--- config.mk ---
export PLATFORM = sky130hd
export DESIGN_NAME = div_issue_ctrl
export DESIGN_NICKNAME = d
export VERILOG_FILES = /design/src/rtl/div_pkg.sv /design/src/rtl/div_sign_fix.sv /design/src/rtl/div_issue_ctrl.sv
export SDC_FILE = /design/constraint.sdc
export NUM_CORES = 2
export LEC_CHECK = 0
export BUFFER_PORTS_ARGS = -buffer_cell sky130_fd_sc_hd__buf_2
export CAP_MARGIN = 25
export CORE_MARGIN = 5
export CORE_UTILIZATION = 68
export CTS_CLUSTER_DIAMETER = 150
export DETAILED_ROUTE_END_ITERATION = 16
export GPL_TIMING_DRIVEN = 1
export HOLD_SLACK_MARGIN = 0.15
export PLACE_DENSITY = 0.88
export SLEW_MARGIN = 20
export SYNTH_ARGS = -nofsm -noshare
export SYNTH_HDL_FRONTEND = slang
export SYNTH_SLANG_ARGS = --single-unit
--- constraint.sdc ---
create_clock -name clk_i -period 11.8 [get_ports clk_i]
set_input_delay 0.59 -clock clk_i [delete_from_list [all_inputs] [get_ports clk_i]]
set_output_delay 0.59 -clock clk_i [all_outputs]
set_load 0.02 [all_outputs]
--- src/rtl/div_pkg.sv ---
// Shared types and helpers for the divide issue controller.
//   div_op_e    : request opcode encoding (matches req_op_i)
//   div_state_e : controller FSM states
//   is_signed() : opcode is a signed operation (DIV/REM)
//   is_rem()    : opcode returns the remainder (REM/REMU)
package div_pkg;

  typedef enum logic [1:0] {
    DIV  = 2'd0,
    DIVU = 2'd1,
    REM  = 2'd2,
    REMU = 2'd3
  } div_op_e;

  typedef enum logic [2:0] {
    IDLE   = 3'd0,
    LAUNCH = 3'd1,
    WAIT   = 3'd2,
    FIX    = 3'd3,
    RESP   = 3'd4,
    DRAIN  = 3'd5
  } div_state_e;

  function automatic logic is_signed(input div_op_e op);
    return (op == DIV) || (op == REM);
  endfunction

  function automatic logic is_rem(input div_op_e op);
    return (op == REM) || (op == REMU);
  endfunction

endpackage

--- src/rtl/div_sign_fix.sv ---
// Combinational sign handling around the unsigned divider.
// Input side : converts raw operands to magnitudes and derives the
//              result-negation flags.
//   op, a, b            -> mag_a, mag_b, neg_q, neg_r
// Output side: rebuilds the remainder from the quotient and applies the
//              recorded sign correction.
//   fix_is_rem, fix_mag_a, fix_mag_b, fix_neg_q, fix_neg_r, quotient
//                       -> result
module div_sign_fix
  import div_pkg::*;
#(
  parameter int WIDTH = 32
) (
  input  logic [1:0]       op,
  input  logic [WIDTH-1:0] a,
  input  logic [WIDTH-1:0] b,
  output logic [WIDTH-1:0] mag_a,
  output logic [WIDTH-1:0] mag_b,
  output logic             neg_q,
  output logic             neg_r,
  input  logic             fix_is_rem,
  input  logic [WIDTH-1:0] fix_mag_a,
  input  logic [WIDTH-1:0] fix_mag_b,
  input  logic             fix_neg_q,
  input  logic             fix_neg_r,
  input  logic [WIDTH-1:0] quotient,
  output logic [WIDTH-1:0] result
);

  logic             sgn;
  logic [WIDTH-1:0] prod;
  logic [WIDTH-1:0] rem;

  assign sgn   = is_signed(div_op_e'(op));
  assign mag_a = (sgn && a[WIDTH-1]) ? (~a + 1'b1) : a;
  assign mag_b = (sgn && b[WIDTH-1]) ? (~b + 1'b1) : b;
  assign neg_q = sgn && (a[WIDTH-1] ^ b[WIDTH-1]);
  assign neg_r = sgn && a[WIDTH-1];

  // The divider only returns the quotient, so the remainder is rebuilt
  // here; modulo-2^WIDTH arithmetic is exact because rem < |b|.
  assign prod = quotient * fix_mag_b;
  assign rem  = fix_mag_a - prod;

  always_comb begin
    result = '0;
    if (fix_is_rem) result = fix_neg_r ? (~rem + 1'b1) : rem;
    else            result = fix_neg_q ? (~quotient + 1'b1) : quotient;
  end

endmodule

--- src/rtl/div_issue_ctrl.sv ---
// Sequencer between execute and the multi-cycle unsigned divider.
// Accepts DIV/DIVU/REM/REMU over a valid/ready handshake, resolves
// divide-by-zero and signed overflow locally, otherwise launches the
// divider on operand magnitudes, sign-corrects its quotient/remainder and
// holds the result until writeback accepts it.
// Ports:
//   clk_i, rst_i                      clock, synchronous active-high reset
//   req_valid_i/req_ready_o           request handshake
//   req_op_i, req_a_i, req_b_i, req_tag_i  request payload
//   flush_i                           abort the in-flight request
//   rsp_valid_o/rsp_ready_i           response handshake
//   rsp_data_o, rsp_tag_o             response payload
//   div_start_o, div_dividend_o, div_divisor_o  divider launch
//   div_busy_i, div_valid_i, div_quotient_i     divider status/result
module div_issue_ctrl
  import div_pkg::*;
#(
  parameter int WIDTH = 32,
  parameter int TAG_W = 5
) (
  input  logic             clk_i,
  input  logic             rst_i,
  input  logic             req_valid_i,
  output logic             req_ready_o,
  input  logic [1:0]       req_op_i,
  input  logic [WIDTH-1:0] req_a_i,
  input  logic [WIDTH-1:0] req_b_i,
  input  logic [TAG_W-1:0] req_tag_i,
  input  logic             flush_i,
  output logic             rsp_valid_o,
  input  logic             rsp_ready_i,
  output logic [WIDTH-1:0] rsp_data_o,
  output logic [TAG_W-1:0] rsp_tag_o,
  output logic             div_start_o,
  output logic [WIDTH-1:0] div_dividend_o,
  output logic [WIDTH-1:0] div_divisor_o,
  input  logic             div_busy_i,
  input  logic             div_valid_i,
  input  logic [WIDTH-1:0] div_quotient_i
);

  localparam logic [WIDTH-1:0] MIN_VAL = {1'b1, {(WIDTH-1){1'b0}}};

  div_state_e       state_reg, state_next;
  logic             is_rem_reg;
  logic [TAG_W-1:0] tag_reg;
  logic [WIDTH-1:0] mag_a_reg, mag_b_reg;
  logic             neg_q_reg, neg_r_reg;
  logic [WIDTH-1:0] q_reg;
  logic [WIDTH-1:0] rsp_data_reg;

  div_op_e          req_op;
  logic             accept;
  logic             b_zero;
  logic             ovf;
  logic             bypass;
  logic [WIDTH-1:0] bypass_data;
  logic [WIDTH-1:0] mag_a, mag_b;
  logic             neg_q, neg_r;
  logic [WIDTH-1:0] fix_result;

  assign req_op = div_op_e'(req_op_i);

  // A flush in IDLE blocks acceptance even though ready is high.
  assign accept = req_valid_i && req_ready_o && !flush_i;
  assign b_zero = (req_b_i == '0);
  assign ovf    = is_signed(req_op) && (req_a_i == MIN_VAL) && (req_b_i == '1);
  assign bypass = b_zero || ovf;

  always_comb begin
    bypass_data = '0;
    if (b_zero) bypass_data = is_rem(req_op) ? req_a_i : '1;
    else        bypass_data = is_rem(req_op) ? '0 : MIN_VAL;
  end

  div_sign_fix #(.WIDTH(WIDTH)) u_sign_fix (
    .op         (req_op_i),
    .a          (req_a_i),
    .b          (req_b_i),
    .mag_a      (mag_a),
    .mag_b      (mag_b),
    .neg_q      (neg_q),
    .neg_r      (neg_r),
    .fix_is_rem (is_rem_reg),
    .fix_mag_a  (mag_a_reg),
    .fix_mag_b  (mag_b_reg),
    .fix_neg_q  (neg_q_reg),
    .fix_neg_r  (neg_r_reg),
    .quotient   (q_reg),
    .result     (fix_result)
  );

  always_comb begin
    state_next = state_reg;
    case (state_reg)
      IDLE:   if (accept) state_next = bypass ? RESP : LAUNCH;
      LAUNCH: state_next = flush_i ? DRAIN : WAIT;
      WAIT: begin
        // Flush coinciding with completion: nothing is left to drain.
        if (flush_i)          state_next = div_valid_i ? IDLE : DRAIN;
        else if (div_valid_i) state_next = FIX;
      end
      FIX:    state_next = flush_i ? IDLE : RESP;
      RESP:   if (flush_i || rsp_ready_i) state_next = IDLE;
      DRAIN:  if (div_valid_i) state_next = IDLE;
      default: state_next = IDLE;
    endcase
  end

  always_ff @(posedge clk_i) begin
    if (rst_i) begin
      state_reg    <= IDLE;
      is_rem_reg   <= 1'b0;
      tag_reg      <= '0;
      mag_a_reg    <= '0;
      mag_b_reg    <= '0;
      neg_q_reg    <= 1'b0;
      neg_r_reg    <= 1'b0;
      q_reg        <= '0;
      rsp_data_reg <= '0;
    end else begin
      state_reg <= state_next;
      if (state_reg == IDLE && accept) begin
        is_rem_reg <= is_rem(req_op);
        tag_reg    <= req_tag_i;
        mag_a_reg  <= mag_a;
        mag_b_reg  <= mag_b;
        neg_q_reg  <= neg_q;
        neg_r_reg  <= neg_r;
        if (bypass) rsp_data_reg <= bypass_data;
      end
      if (state_reg == WAIT && div_valid_i) q_reg <= div_quotient_i;
      if (state_reg == FIX) rsp_data_reg <= fix_result;
    end
  end

  assign req_ready_o    = (state_reg == IDLE);
  assign rsp_valid_o    = (state_reg == RESP);
  assign rsp_data_o     = rsp_data_reg;
  assign rsp_tag_o      = tag_reg;
  assign div_start_o    = (state_reg == LAUNCH);
  assign div_dividend_o = mag_a_reg;
  assign div_divisor_o  = mag_b_reg;

  // The divider must be quiet whenever no operation is outstanding.
  always_ff @(posedge clk_i) begin
    if (!rst_i && state_reg == IDLE) begin
      assert (!div_busy_i) else $error("div_issue_ctrl: divider busy while IDLE");
    end
  end

endmodule

==> flow_metrics.py <==
metrics = {
    "placement": {
        "place.gp.congestion": 0.9599,
        "hpwlAfterDp_um": 60990,
        "dp_cells": 3668,
        "placed_area_mm2": 0.02700,
        "io_buffers": 212,
    },
    "finish": {
        "drive_gt1_share_pct": 10.06,
        "final_area_mm2": 0.02762,
        "layout.nets": 3881,
        "ff_latch_area_mm2": 0.002786,
        "synthToLayoutAreaGrowth_pct": 7.301,
        "fillers": 2702,
        "multiInputGateArea_mm2": 0.02015,
        "fin_cells": 3702,
        "final_util_pct": 73.67,
    },
    "route": {
        "routed_wl_um": 78170,
        "dr.pass1.iters": 8,
        "vias_per_cell": 6.129,
        "vias": 22690,
        "drc": 0,
        "wl_per_cell_um": 21.12,
        "drtAntennaViolNets": 0,
        "drt_iter0_markers": 2578,
    },
    "global_routing": {
        "grtUsageTotal_pct": 38.04,
        "grt_pass1_vias": 24240,
        "antenna_found_initial": 3,
        "overflow": 0,
        "grt_pass1_wl_um": 126100,
        "grt_max_degree": 94,
    },
    "worst_setup_path": {
        "critPathLaunchType": "register",
        "end_kind": "register",
        "reg2reg_from": "q_reg[18]",
        "rr_worst_depth": 25,
        "r2r_slack_ns": 3.10,
        "arrival_ns": 9.03,
        "critPathMaxFanout": 12,
        "r2r_end": "rsp_data_o[31]",
        "crit_type": "register to register",
        "crit_required_ns": 12.13,
    },
    "floorplan": {
        "ios": 214,
        "design.core.area_mm2": 0.03749,
        "dieArea_mm2": 0.04184,
        "initial_core_util_pct": 68.66,
        "die_w_um": 204.6,
        "die_h_um": 204.6,
        "row_count": 71,
    },
    "cts": {
        "clk_pin_slew_worst_paths_ns": 0.06,
        "cts_setup_buffers": 0,
        "cts_buffer_depth": 2,
        "clk_latency_ns": 0.42,
        "root_buffer": "clkbuf_16",
        "htree_levels": 4,
        "cts_sinks": 139,
        "cts_tree": "done",
        "postCtsHoldBufs": 0,
        "post_cts_resized": 0,
        "cts_buffers": 17,
    },
    "pwr": {
        "switching_share_pct": 45.83,
        "combinationalPowerShare_pct": 55.3,
        "pwr-share-seq_pct": 22.5,
        "pwr-share-clk_pct": 22.2,
        "peakVddDrop_uv": 111.5,
        "power_leakage_nw": 12.41,
        "p_int_mw": 1.339,
        "power_density_mw_per_mm2": 89.50,
        "power_switching_mw": 1.133,
    },
    "sta": {
        "period_minus_slack_ns": 8.703,
        "hold_viol_final": 0,
        "max-slew-margin-rel_pct": 24.50,
        "fmax_mhz": 114.9,
        "tightest_slew_ns": 1.131,
        "slew_violations": 0,
        "rsz0062_at_grt": "no",
        "skew_ns": 0.01213,
        "fin_setup_tns_ns": 0,
        "finalCritPeriodShare_pct": 73.76,
        "hold-worst-slack_ns": 0.4039,
        "setup_viol": 0,
    },
    "yosys": {
        "synth_area_mm2": 0.02574,
        "yosysSeqAreaShare_pct": 10.81,
        "ys_ff_latch": 139,
        "syn_area_per_cell_um2": 8.300,
        "ys.flop_type": "dfxtp_1",
        "yosys_warnings": 0,
        "async_flop_share_pct": 0,
        "synth_edf_count": 0,
        "syn_nets": 3805,
        "postSynthCellCount": 3101,
        "synth.distinct_cells": 79,
    },
    "hold_path": {
        "holdCritStartpoint": "div_quotient_i[1]",
        "hold_class": "input port to register",
        "hold_depth": 3,
        "min_to": "q_reg[1]",
    },
    "run": {
        "drv_cap": 0,
    },
    "status": {
        "status": "completed",
    },
}
cells in the mapped netlist (4+ instances only):
cell / number / area share (%)
nor3b_1: 5 / 0.15
dfxtp_1: 139 / 11
xnor2_1: 136 / 4.6
nor2_1: 149 / 2.2
o221ai_1: 5 / 0.17
o41ai_1: 13 / 0.44
nand3_1: 18 / 0.35
o22ai_1: 7 / 0.17
a31oi_1: 6 / 0.15
ha_1: 151 / 7.3
a21oi_1: 127 / 2.5
a311oi_1: 12 / 0.41
o2111ai_1: 4 / 0.14
and2_1: 206 / 5.0
buf_2: 7 / 0.14
nand3b_1: 10 / 0.29
nand4_1: 16 / 0.39
mux2i_1: 8 / 0.31
or2_2: 6 / 0.15
o21ai_0: 48 / 0.93
a221oi_1: 4 / 0.14
nor3_1: 31 / 0.60
inv_1: 550 / 8.0
a21o_1: 13 / 0.38
o31a_1: 4 / 0.14
a211oi_2: 5 / 0.24
o21a_1: 7 / 0.20
fa_1: 443 / 34
or3_1: 10 / 0.24
buf_1: 7 / 0.10
a211oi_1: 70 / 2.0
or4_1: 11 / 0.32
nor4_1: 13 / 0.32
clkbuf_1: 181 / 2.6
nand2b_1: 18 / 0.44
nor2b_1: 20 / 0.49
xor2_1: 61 / 2.1
and3_1: 11 / 0.27
nand2_1: 475 / 6.9
o31ai_1: 30 / 0.87
o211ai_1: 10 / 0.29
logic make-up (layout without fill, tap and decap cells):
family / Yosys count / after routing / share of synthesized area [%]
and+or+nand+nor: 1022 / 1022 / 19.02
buffers and inverters: 746 / 835 / 10.94
adders and majority gates: 594 / 594 / 41.79
AOI/OAI and AO/OA: 395 / 395 / 10.42
xor gates and xnor gates: 197 / 197 / 6.703
DFF: 139 / 139 / 10.81
muxes: 8 / 8 / 0.3111
other: 0 / 1 / 0
area by class of cell:
type	instances	area share, %
sequential	139	10.09
tap	511	2.315
antenna	1	0.009060
clock inverter	14	0.6161
timing repair buffer	253	4.992
multi-input combinational	2216	72.95
clock buffer	18	1.554
inverter	550	7.475
cells in the final DEF, fill, tap and decap left out, types with 8 or more instances in the layout:
cell type / synthesis / routed
a211oi_1: 70 / 70
a21o_1: 13 / 13
a21oi_1: 127 / 127
a311oi_1: 12 / 12
and2_1: 206 / 205
and3_1: 11 / 11
buf_2: 7 / 211
buf_4: 0 / 41
clkbuf_16: 0 / 17
dfxtp_1: 139 / 136
fa_1: 443 / 443
ha_1: 151 / 151
inv_1: 550 / 550
mux2i_1: 8 / 8
nand2_1: 475 / 475
nand2b_1: 18 / 18
nand3_1: 18 / 18
nand3b_1: 10 / 10
nand4_1: 16 / 16
nor2_1: 149 / 149
nor2b_1: 20 / 18
nor3_1: 31 / 31
nor4_1: 13 / 13
o211ai_1: 10 / 10
o21ai_0: 48 / 48
o31ai_1: 30 / 30
o41ai_1: 13 / 13
or3_1: 10 / 10
or4_1: 11 / 11
xnor2_1: 136 / 136
xor2_1: 61 / 61
per-stage QoR:
| step | power, mW | worst slack (ns) |
|---|---|---|
| after floorplan | 1.536 | 3.869 |
| final | 2.472 | 3.097 |
| after global placement | 1.825 | 3.302 |
| after detailed placement | 1.875 | 3.045 |
| after CTS | 2.427 | 3.004 |
| after global routing | 2.621 | 2.673 |
how the worst max path moves through the flow:
stage / from / to / slack (ns) / depth (start not counted)
4_1_cts: div_divisor_o[0] / rsp_data_o[31] / 3.00 / 24
3_5_place_dp: div_divisor_o[0] / rsp_data_o[31] / 3.04 / 24
3_3_place_gp: div_divisor_o[0] / rsp_data_o[31] / 3.30 / 24
2_1_floorplan: div_divisor_o[5] / rsp_data_o[31] / 3.87 / 27
5_1_grt: q_reg[18] / rsp_data_o[30] / 2.67 / 25
6_report: q_reg[18] / rsp_data_o[31] / 3.10 / 25
power by group through the flow:
stage | clock network, mW | logic [mW] | registers, mW
3_3_place_gp | 0 | 1.26 | 0.560
5_1_grt | 0.570 | 1.49 | 0.557
4_1_cts | 0.547 | 1.33 | 0.553
6_report | 0.549 | 1.37 | 0.556
3_5_place_dp | 0 | 1.31 | 0.563
2_1_floorplan | 0 | 0.992 | 0.544
critical path: stages, from the launching register on:
cell	delay [ns]
dfxtp_1	0.73
buf_4	0.30
nand2_1	0.11
fa_1	0.53
fa_1	0.56
inv_1	0.06
fa_1	0.48
fa_1	0.54
fa_1	0.52
inv_1	0.06
fa_1	0.49
fa_1	0.50
inv_1	0.05
fa_1	0.50
inv_1	0.05
ha_1	0.39
o21ai_0	0.23
o21bai_2	0.14
a311o_1	0.41
or4_1	0.43
o21ai_1	0.16
xor2_1	0.38
o2111ai_1	0.25
o31ai_2	0.31
xnor2_1	0.15
a311oi_1	0.27
per-layer routing:
layer  GRT usage, %  wire length [µm]  vias to the layer above
met5              0                38                        -
met4          19.67              4845                        6
met3          8.485              9179                      374
met1          49.25             28570                    10950
met2          60.45             35530                     1577
li1               -                 -                     9783
(Power assumes the default switching activity.)
